===== src/rtl/seg_display_reader.sv =====
// Purpose: passive reader for a multiplexed active-low 7-segment bus; recovers debounced per-digit codes.
// Latency: pin strobe edge to sample point is 2 + SETTLE_CYC cycles; commit lands 1 cycle after the last matching sample.
// Backpressure: none; the reader only observes the bus and never stalls it.
module seg_display_reader #(
   parameter int DIGITS     = 2,
   parameter int SETTLE_CYC = 4,
   parameter int STABLE_CNT = 3,
   parameter int TIMEOUT    = 1000
) (
   input  logic                  clk,
   input  logic                  rst,
   input  logic [7:0]            SEG_N,
   input  logic [DIGITS-1:0]     DIG_N,
   output logic [4*DIGITS-1:0]   CODE,
   output logic                  COLLISION,
   output logic                  ERR,
   output logic                  VALID,
   output logic                  UPDATE
);

   localparam int IW = (DIGITS > 1) ? $clog2(DIGITS) : 1;
   localparam int CW = $clog2(DIGITS + 1);
   localparam int SW = $clog2(SETTLE_CYC + 1);
   localparam int MW = $clog2(STABLE_CNT + 1);
   localparam int TW = $clog2(TIMEOUT + 1);

   typedef enum logic [1:0] {S_IDLE, S_SETTLE, S_WAIT_REL} state_t;

   logic [7:0]          r_seg_s1, r_seg_s2;
   logic [DIGITS-1:0]   r_dig_s1, r_dig_s2;
   state_t              r_state, w_state_nx;
   logic [SW-1:0]       r_cnt, w_cnt_nx;
   logic [IW-1:0]       r_idx, w_idx, w_idx_nx;
   logic [CW-1:0]       w_nlow;
   logic                w_legal, w_same, w_sample, w_timeout;
   logic [3:0]          w_dec;
   logic [3:0]          r_cand [DIGITS];
   logic [MW-1:0]       r_match [DIGITS];
   logic [DIGITS-1:0]   r_done, w_commit;
   logic [4*DIGITS-1:0] r_code;
   logic                r_upd;
   logic [TW-1:0]       r_to;

   // Map a raw active-low segment pattern back to its display code.
   function automatic logic [3:0] f_decode(input logic [7:0] p);
      case (p)
         8'hC0:   f_decode = 4'h0;
         8'hF9:   f_decode = 4'h1;
         8'hA4:   f_decode = 4'h2;
         8'hB0:   f_decode = 4'h3;
         8'h99:   f_decode = 4'h4;
         8'h92:   f_decode = 4'h5;
         8'h82:   f_decode = 4'h6;
         8'hF8:   f_decode = 4'h7;
         8'h80:   f_decode = 4'h8;
         8'h90:   f_decode = 4'h9;
         8'h7F:   f_decode = 4'hA;
         8'hBF:   f_decode = 4'hF;
         8'hFF:   f_decode = 4'hB;
         8'hC6:   f_decode = 4'hC;
         default: f_decode = 4'hE;
      endcase
   endfunction

   // Two-stage synchronisers; idle level is all-high (nothing lit, no strobe).
   always_ff @(posedge clk or posedge rst) begin
      if (rst) begin
         r_seg_s1 <= 8'hFF;
         r_seg_s2 <= 8'hFF;
         r_dig_s1 <= '1;
         r_dig_s2 <= '1;
      end else begin
         r_seg_s1 <= SEG_N;
         r_seg_s2 <= r_seg_s1;
         r_dig_s1 <= DIG_N;
         r_dig_s2 <= r_dig_s1;
      end
   end

   // Strobe legality: exactly one low bit; remember which one.
   always_comb begin
      w_nlow = '0;
      w_idx  = '0;
      for (int i = 0; i < DIGITS; i++) begin
         if (!r_dig_s2[i]) begin
            w_nlow = w_nlow + CW'(1);
            w_idx  = IW'(i);
         end
      end
      w_legal = (w_nlow == CW'(1));
      w_same  = w_legal && (w_idx == r_idx);
      w_dec   = f_decode(r_seg_s2);
   end

   // Scan FSM next-state: wait for strobe, let it settle, take one sample, wait for release.
   always_comb begin
      w_state_nx = r_state;
      w_cnt_nx   = r_cnt;
      w_idx_nx   = r_idx;
      w_sample   = 1'b0;
      case (r_state)
         S_IDLE: begin
            if (w_legal) begin
               w_idx_nx   = w_idx;
               w_cnt_nx   = '0;
               w_state_nx = S_SETTLE;
            end
         end
         S_SETTLE: begin
            if (!w_same) begin
               w_state_nx = S_IDLE;
            end else if (r_cnt == SW'(SETTLE_CYC - 1)) begin
               w_sample   = 1'b1;
               w_state_nx = S_WAIT_REL;
            end else begin
               w_cnt_nx = r_cnt + SW'(1);
            end
         end
         S_WAIT_REL: begin
            if (r_dig_s2[r_idx]) w_state_nx = S_IDLE;
         end
         default: w_state_nx = S_IDLE;
      endcase
   end

   // Scan FSM state register.
   always_ff @(posedge clk or posedge rst) begin
      if (rst) begin
         r_state <= S_IDLE;
         r_cnt   <= '0;
         r_idx   <= '0;
      end else begin
         r_state <= w_state_nx;
         r_cnt   <= w_cnt_nx;
         r_idx   <= w_idx_nx;
      end
   end

   // Timeout fires once when the idle counter reaches its limit without a sample.
   assign w_timeout = !w_sample && (r_to == TW'(TIMEOUT - 1));

   // Idle timer: restarts on every sample, saturates at the limit.
   always_ff @(posedge clk or posedge rst) begin
      if (rst)                        r_to <= '0;
      else if (w_sample)              r_to <= '0;
      else if (r_to != TW'(TIMEOUT))  r_to <= r_to + TW'(1);
   end

   // A digit commits while its match counter sits at the stability threshold.
   always_comb begin
      for (int i = 0; i < DIGITS; i++) w_commit[i] = (r_match[i] == MW'(STABLE_CNT));
   end

   // Per-digit debounce, commit and committed-flag tracking; timeout clears flags but not codes.
   always_ff @(posedge clk or posedge rst) begin
      if (rst) begin
         for (int i = 0; i < DIGITS; i++) begin
            r_cand[i]  <= '0;
            r_match[i] <= '0;
         end
         r_done <= '0;
         r_code <= {DIGITS{4'hB}};
         r_upd  <= 1'b0;
      end else begin
         r_upd <= 1'b0;
         for (int i = 0; i < DIGITS; i++) begin
            if (w_timeout) begin
               r_match[i] <= '0;
            end else if (w_sample && (r_idx == IW'(i))) begin
               if (w_dec == r_cand[i]) begin
                  if (r_match[i] != MW'(STABLE_CNT)) r_match[i] <= r_match[i] + MW'(1);
               end else begin
                  r_cand[i]  <= w_dec;
                  r_match[i] <= MW'(1);
               end
            end
            if (w_commit[i]) begin
               r_code[4*i +: 4] <= r_cand[i];
               if (r_code[4*i +: 4] != r_cand[i]) r_upd <= 1'b1;
            end
            if (w_timeout)        r_done[i] <= 1'b0;
            else if (w_commit[i]) r_done[i] <= 1'b1;
         end
      end
   end

   // Status flags derived from the committed nibbles.
   always_comb begin
      COLLISION = 1'b0;
      ERR       = 1'b0;
      for (int i = 0; i < DIGITS; i++) begin
         if (r_code[4*i +: 4] == 4'hC) COLLISION = 1'b1;
         if (r_code[4*i +: 4] == 4'hE) ERR = 1'b1;
      end
   end

   assign CODE   = r_code;
   assign VALID  = &r_done;
   assign UPDATE = r_upd;

endmodule


===== config.mk =====
export PLATFORM = sky130hd
export DESIGN_NAME = seg_display_reader
export DESIGN_NICKNAME = d
export VERILOG_FILES = /design/src/rtl/seg_display_reader.sv
export SDC_FILE = /design/constraint.sdc
export NUM_CORES = 1
export LEC_CHECK = 0
export CAP_MARGIN = 20
export CORE_ASPECT_RATIO = 0.75
export CORE_MARGIN = 2
export CORE_UTILIZATION = 45
export DETAILED_ROUTE_END_ITERATION = 7
export GPL_ROUTABILITY_DRIVEN = 0
export PLACE_DENSITY = 0.73
export SLEW_MARGIN = 20
export SYNTH_ARGS = -nofsm -noshare
export SYNTH_HDL_FRONTEND = slang
export SYNTH_SLANG_ARGS = --single-unit

===== constraint.sdc =====
create_clock -name clk -period 3.2 [get_ports clk]
set_clock_uncertainty 0.05 [all_clocks]
set_input_delay 0.64 -clock clk [delete_from_list [all_inputs] [get_ports clk]]
set_output_delay 0.64 -clock clk [all_outputs]
set_load 0.02 [all_outputs]

==> key figures, run 1 <==
Timing
  – Slew Viols, Final: 0
  – Worst slew pin tran: about 0.83 ns
  – # setup viols final: 0
  – Unrepaired setup endpoints after global routing: no
  – Fin crit period: between 3 and 4 ns
  – Max_slew headroom: 0.444
  – Period utilization: 0.943
  – Setup_tns: 0 ns
  – Max Clock Freq: around 330 MHz
  – Final hold violations: 0

Clock tree
  – Post-CTS Hold Fix Bufs: 0
  – Root Buffer: clkbuf_8
  – Post-CTS Resized: 0
  – Skew-Pair Late Insertion Delay: approximately 0.33 ns
  – Largest buffer count on any clock path: 2
  – Clk sinks: 59
  – TritonCTS clock tree: built
  – Clock Pin Slew Worst Setup and Hold Paths: 0.07 ns
  – H-tree depth: 3
  – Clock buffer count from CTS: 9
  – Post-CTS Setup Inserts: 0

Power and ir drop
  – Reg power frac: 0.515
  – Sw power: 0.658 mW
  – Leakage power: approximately 1.4 nW
  – Combinational power share: 0.189
  – VDD IR max: just under 0.0003 V
  – Clock network power share: 0.297
  – Sw Ratio: 0.329
  – Power per Cell Area: 592 mW/mm2
  – Power Internal: approximately 1.3 mW

Worst hold path
  – Hold Path Class: reg -> reg
  – Hold Crit Start: r_dig_s1[0]
  – Hold EP: r_dig_s2[0]
  – WHS Path Cells: 0

Floorplan
  – Die Wd: roughly 97 um
  – Die area: 0.00717 mm2
  – Top-Level Pins: 24
  – Initial Util: 0.465
  – Row count: 25
  – Die height: 73.8 um
  – Core ar.: approximately 0.0063 mm2

Yosys
  – Ys Warns: 0
  – Post-synthesis cell area: roughly 0.003 mm2
  – Most used DFF post-synth: dfrtp_1
  – Async S/R FF share, synth: 1.00
  – Top cells by area, synth: dfrtp_1, dfstp_2, xor2_1
  – Top-area cell type share of the netlist area: 0.282
  – Avg Inst Size Synth: approximately 11 um2
  – Synthesized Nets: about 290
  – Synth area leader: dfrtp_1
  – Post-synth EDFFs: 0
  – Sequential share of the synthesized area: 0.516
  – Yosys cell types: 54
  – Seq cells post-synth: 59
  – Post-Syn Instances: approximately 270

Finish
  – # diodes: 0
  – Fin cells: approximately 380
  – Area grow syn2layout: 15.4%
  – Fillers: approximately 560
  – Fraction of layout cells with a size suffix above 1: 0.233
  – Final Instance Area: ~0.0034 mm2
  – Layout net count: ~310

Status
  – Status: complete, no violations

Route
  – ANT nets after route: 0
  – Routed length per instance: about 14 um
  – Avg Vias per Cell: 5.35
  – Drt initial violations: about 170
  – Routed via count: between 2000 and 2500
  – DRC: 0
  – Initial DRT Pass Iterations: 4
  – Final wirelength: 5370 um

Critical path
  – R2R setup slack: about 0.18 ns
  – Reg2reg path depth: 7
  – Reg2reg start: r_seg_s2[6]
  – WP data arrival: around 3.2 ns
  – CP required: approximately 3.4 ns
  – CP Class: reg -> reg
  – Setup crit start kind: flip-flop
  – Crit end category: flip-flop
  – Worst-path fanout max: 11
  – R2R Path End: r_cand[4]

GRT
  – Largest net degree at the start of global routing: 22
  – First-pass GRT wire length: between 9000 and 10000 um
  – Global-route usage over all layers: 0.166
  – Total gr overflow: 0
  – Vias in the first global route: between 1500 and 2000
  – Initial antenna violation count: 0

Job
  – Max-cap violations: 0

Placement
  – Placed Area: about 0.0032 mm2
  – Port Buffers: 23
  – Number of placed cells counting well taps: 365
  – HPWL after detailed placement: roughly 3800 um
-- stage by stage --
stage	power, mW	utilization	hold WS (ns)	setup slack (ns)
2_1_floorplan	1.32	-	0.295	0.522
3_3_place_gp	1.39	0.509	0.295	0.371
3_5_place_dp	1.42	0.509	0.297	0.250
4_1_cts	2.03	0.537	0.299	0.230
5_1_grt	2.15	0.537	0.302	0.0668
6_report	2.00	0.537	0.296	0.182
-- worst max-delay path, cell delays in order (launching register included) --
cell	delay, ns
dfstp_2	0.63
nor4bb_1	0.42
a22oi_1	0.16
o21ai_0	0.56
nor3_1	0.18
a2111oi_4	0.47
a21oi_2	0.11
mux2_4	0.31
-- area by class of cell --
class | count | area [um2] | area share
clock buffers | 9 | 124 | 0.0367
clock inverters | 7 | 52.6 | 0.0156
inverters | 11 | 41.3 | 0.0122
multi-input cells | 188 | 1290 | 0.384
flip-flops and latches | 59 | 1510 | 0.447
well taps | 81 | 101 | 0.0300
repair buffers | 26 | 253 | 0.0749
-- registers in the layout, summed over array words and instances, names as in the netlist --
| name | flops |
|---|---|
| r_seg_s1 | 8 |
| r_done | 2 |
| r_dig_s1 | 2 |
| r_cand | 8 |
| UPDATE | 1 |
| r_seg_s2 | 8 |
| r_cnt | 3 |
| r_dig_s2 | 2 |
| r_idx | 1 |
| CODE | 8 |
| r_state | 2 |
| r_match | 4 |
| r_to | 10 |
-- worst max path at each step --
stage / startpoint / endpoint / slack (ns)
finish: r_seg_s2[6] / r_cand[4] / 0.18
global route: r_seg_s2[6] / r_cand[4] / 0.07
CTS: r_seg_s2[6] / r_cand[4] / 0.23
detailed placement: r_seg_s2[6] / r_cand[4] / 0.25
global placement: r_seg_s2[1] / r_cand[4] / 0.37
floorplan: r_seg_s2[1] / r_cand[4] / 0.52
-- cell families after synthesis --
logic type / count (synthesis) / synth area share
and+or+nand+nor: 105 / 0.198
DFF: 59 / 0.516
AOI/OAI and AO/OA: 42 / 0.104
xor gates and xnor gates: 24 / 0.0719
buffers and inverters: 22 / 0.0411
muxes: 11 / 0.0432
adders and majority gates: 6 / 0.0257
-- power groups by stage --
stage	combinational, mW	sequential (mW)	clock (mW)
global placement	0.361	1.03	0
finish	0.377	1.03	0.594
detailed placement	0.380	1.04	0
CTS	0.382	1.03	0.618
global route	0.441	1.05	0.656
floorplan	0.338	0.984	0
-- synth_stat cells, drive strengths merged (3+ instances only) --
| master | n |
|---|---|
| nor2 | 26 |
| nor3 | 6 |
| nor4 | 5 |
| nand2 | 25 |
| and4 | 3 |
| xnor2 | 8 |
| nand2b | 4 |
| buf | 8 |
| nand4 | 8 |
| xor2 | 16 |
| ha | 6 |
| dfstp | 26 |
| mux2 | 10 |
| inv | 11 |
| clkbuf | 3 |
| or3b | 3 |
| o41ai | 4 |
| dfrtp | 33 |
| nand3b | 5 |
| o21ai | 14 |
| a21oi | 8 |
| o32ai | 3 |
| nand3 | 4 |
-- per-layer routing --
layer | vias to the layer above | GRT usage | routed length, um
met1 | 974 | 0.221 | 2590
met4 | 0 | 0.0595 | 55
met3 | 4 | 0.0609 | 309
met5 | - | 0 | 0
li1 | 1009 | - | -
met2 | 50 | 0.254 | 2420
-- layout by cell type, fill, tap and decap left out, types with 2 or more instances in the layout --
master,netlist,layout
dfrtp_1,33,33
dfstp_2,26,26
nor2_1,26,26
nand2_1,25,25
clkdlybuf4s50_1,0,23
xor2_1,16,16
o21ai_0,13,13
inv_1,11,10
mux2_2,9,9
clkbuf_8,0,9
xnor2_1,8,8
nand4_1,8,8
a21oi_1,7,7
ha_1,6,6
nor3_1,5,5
nand3b_1,5,5
nor4_1,5,5
nand2b_1,4,4
o41ai_1,4,4
nand3_1,4,4
o32ai_1,3,3
clkinv_4,0,3
buf_4,6,3
nor4b_1,2,2
a2111o_1,2,2
and4_2,2,2
nand4b_1,2,2
a211o_2,2,2
or3b_2,2,2
o21a_1,2,2
and2_1,2,2
clkinv_2,0,2
Note: power is estimated with default switching activity, not from simulation.
==> run 2, diff against run 1 <==
--- a/config.mk
+++ b/config.mk
@@ -12,7 +12,6 @@
 export DETAILED_ROUTE_END_ITERATION = 7
 export GPL_ROUTABILITY_DRIVEN = 0
 export PLACE_DENSITY = 0.73
-export SLEW_MARGIN = 20
 export SYNTH_ARGS = -nofsm -noshare
 export SYNTH_HDL_FRONTEND = slang
 export SYNTH_SLANG_ARGS = --single-unit
==> results of run 2 <==
Same layout as run 1: the final DEF is identical, and so are final timing and power.
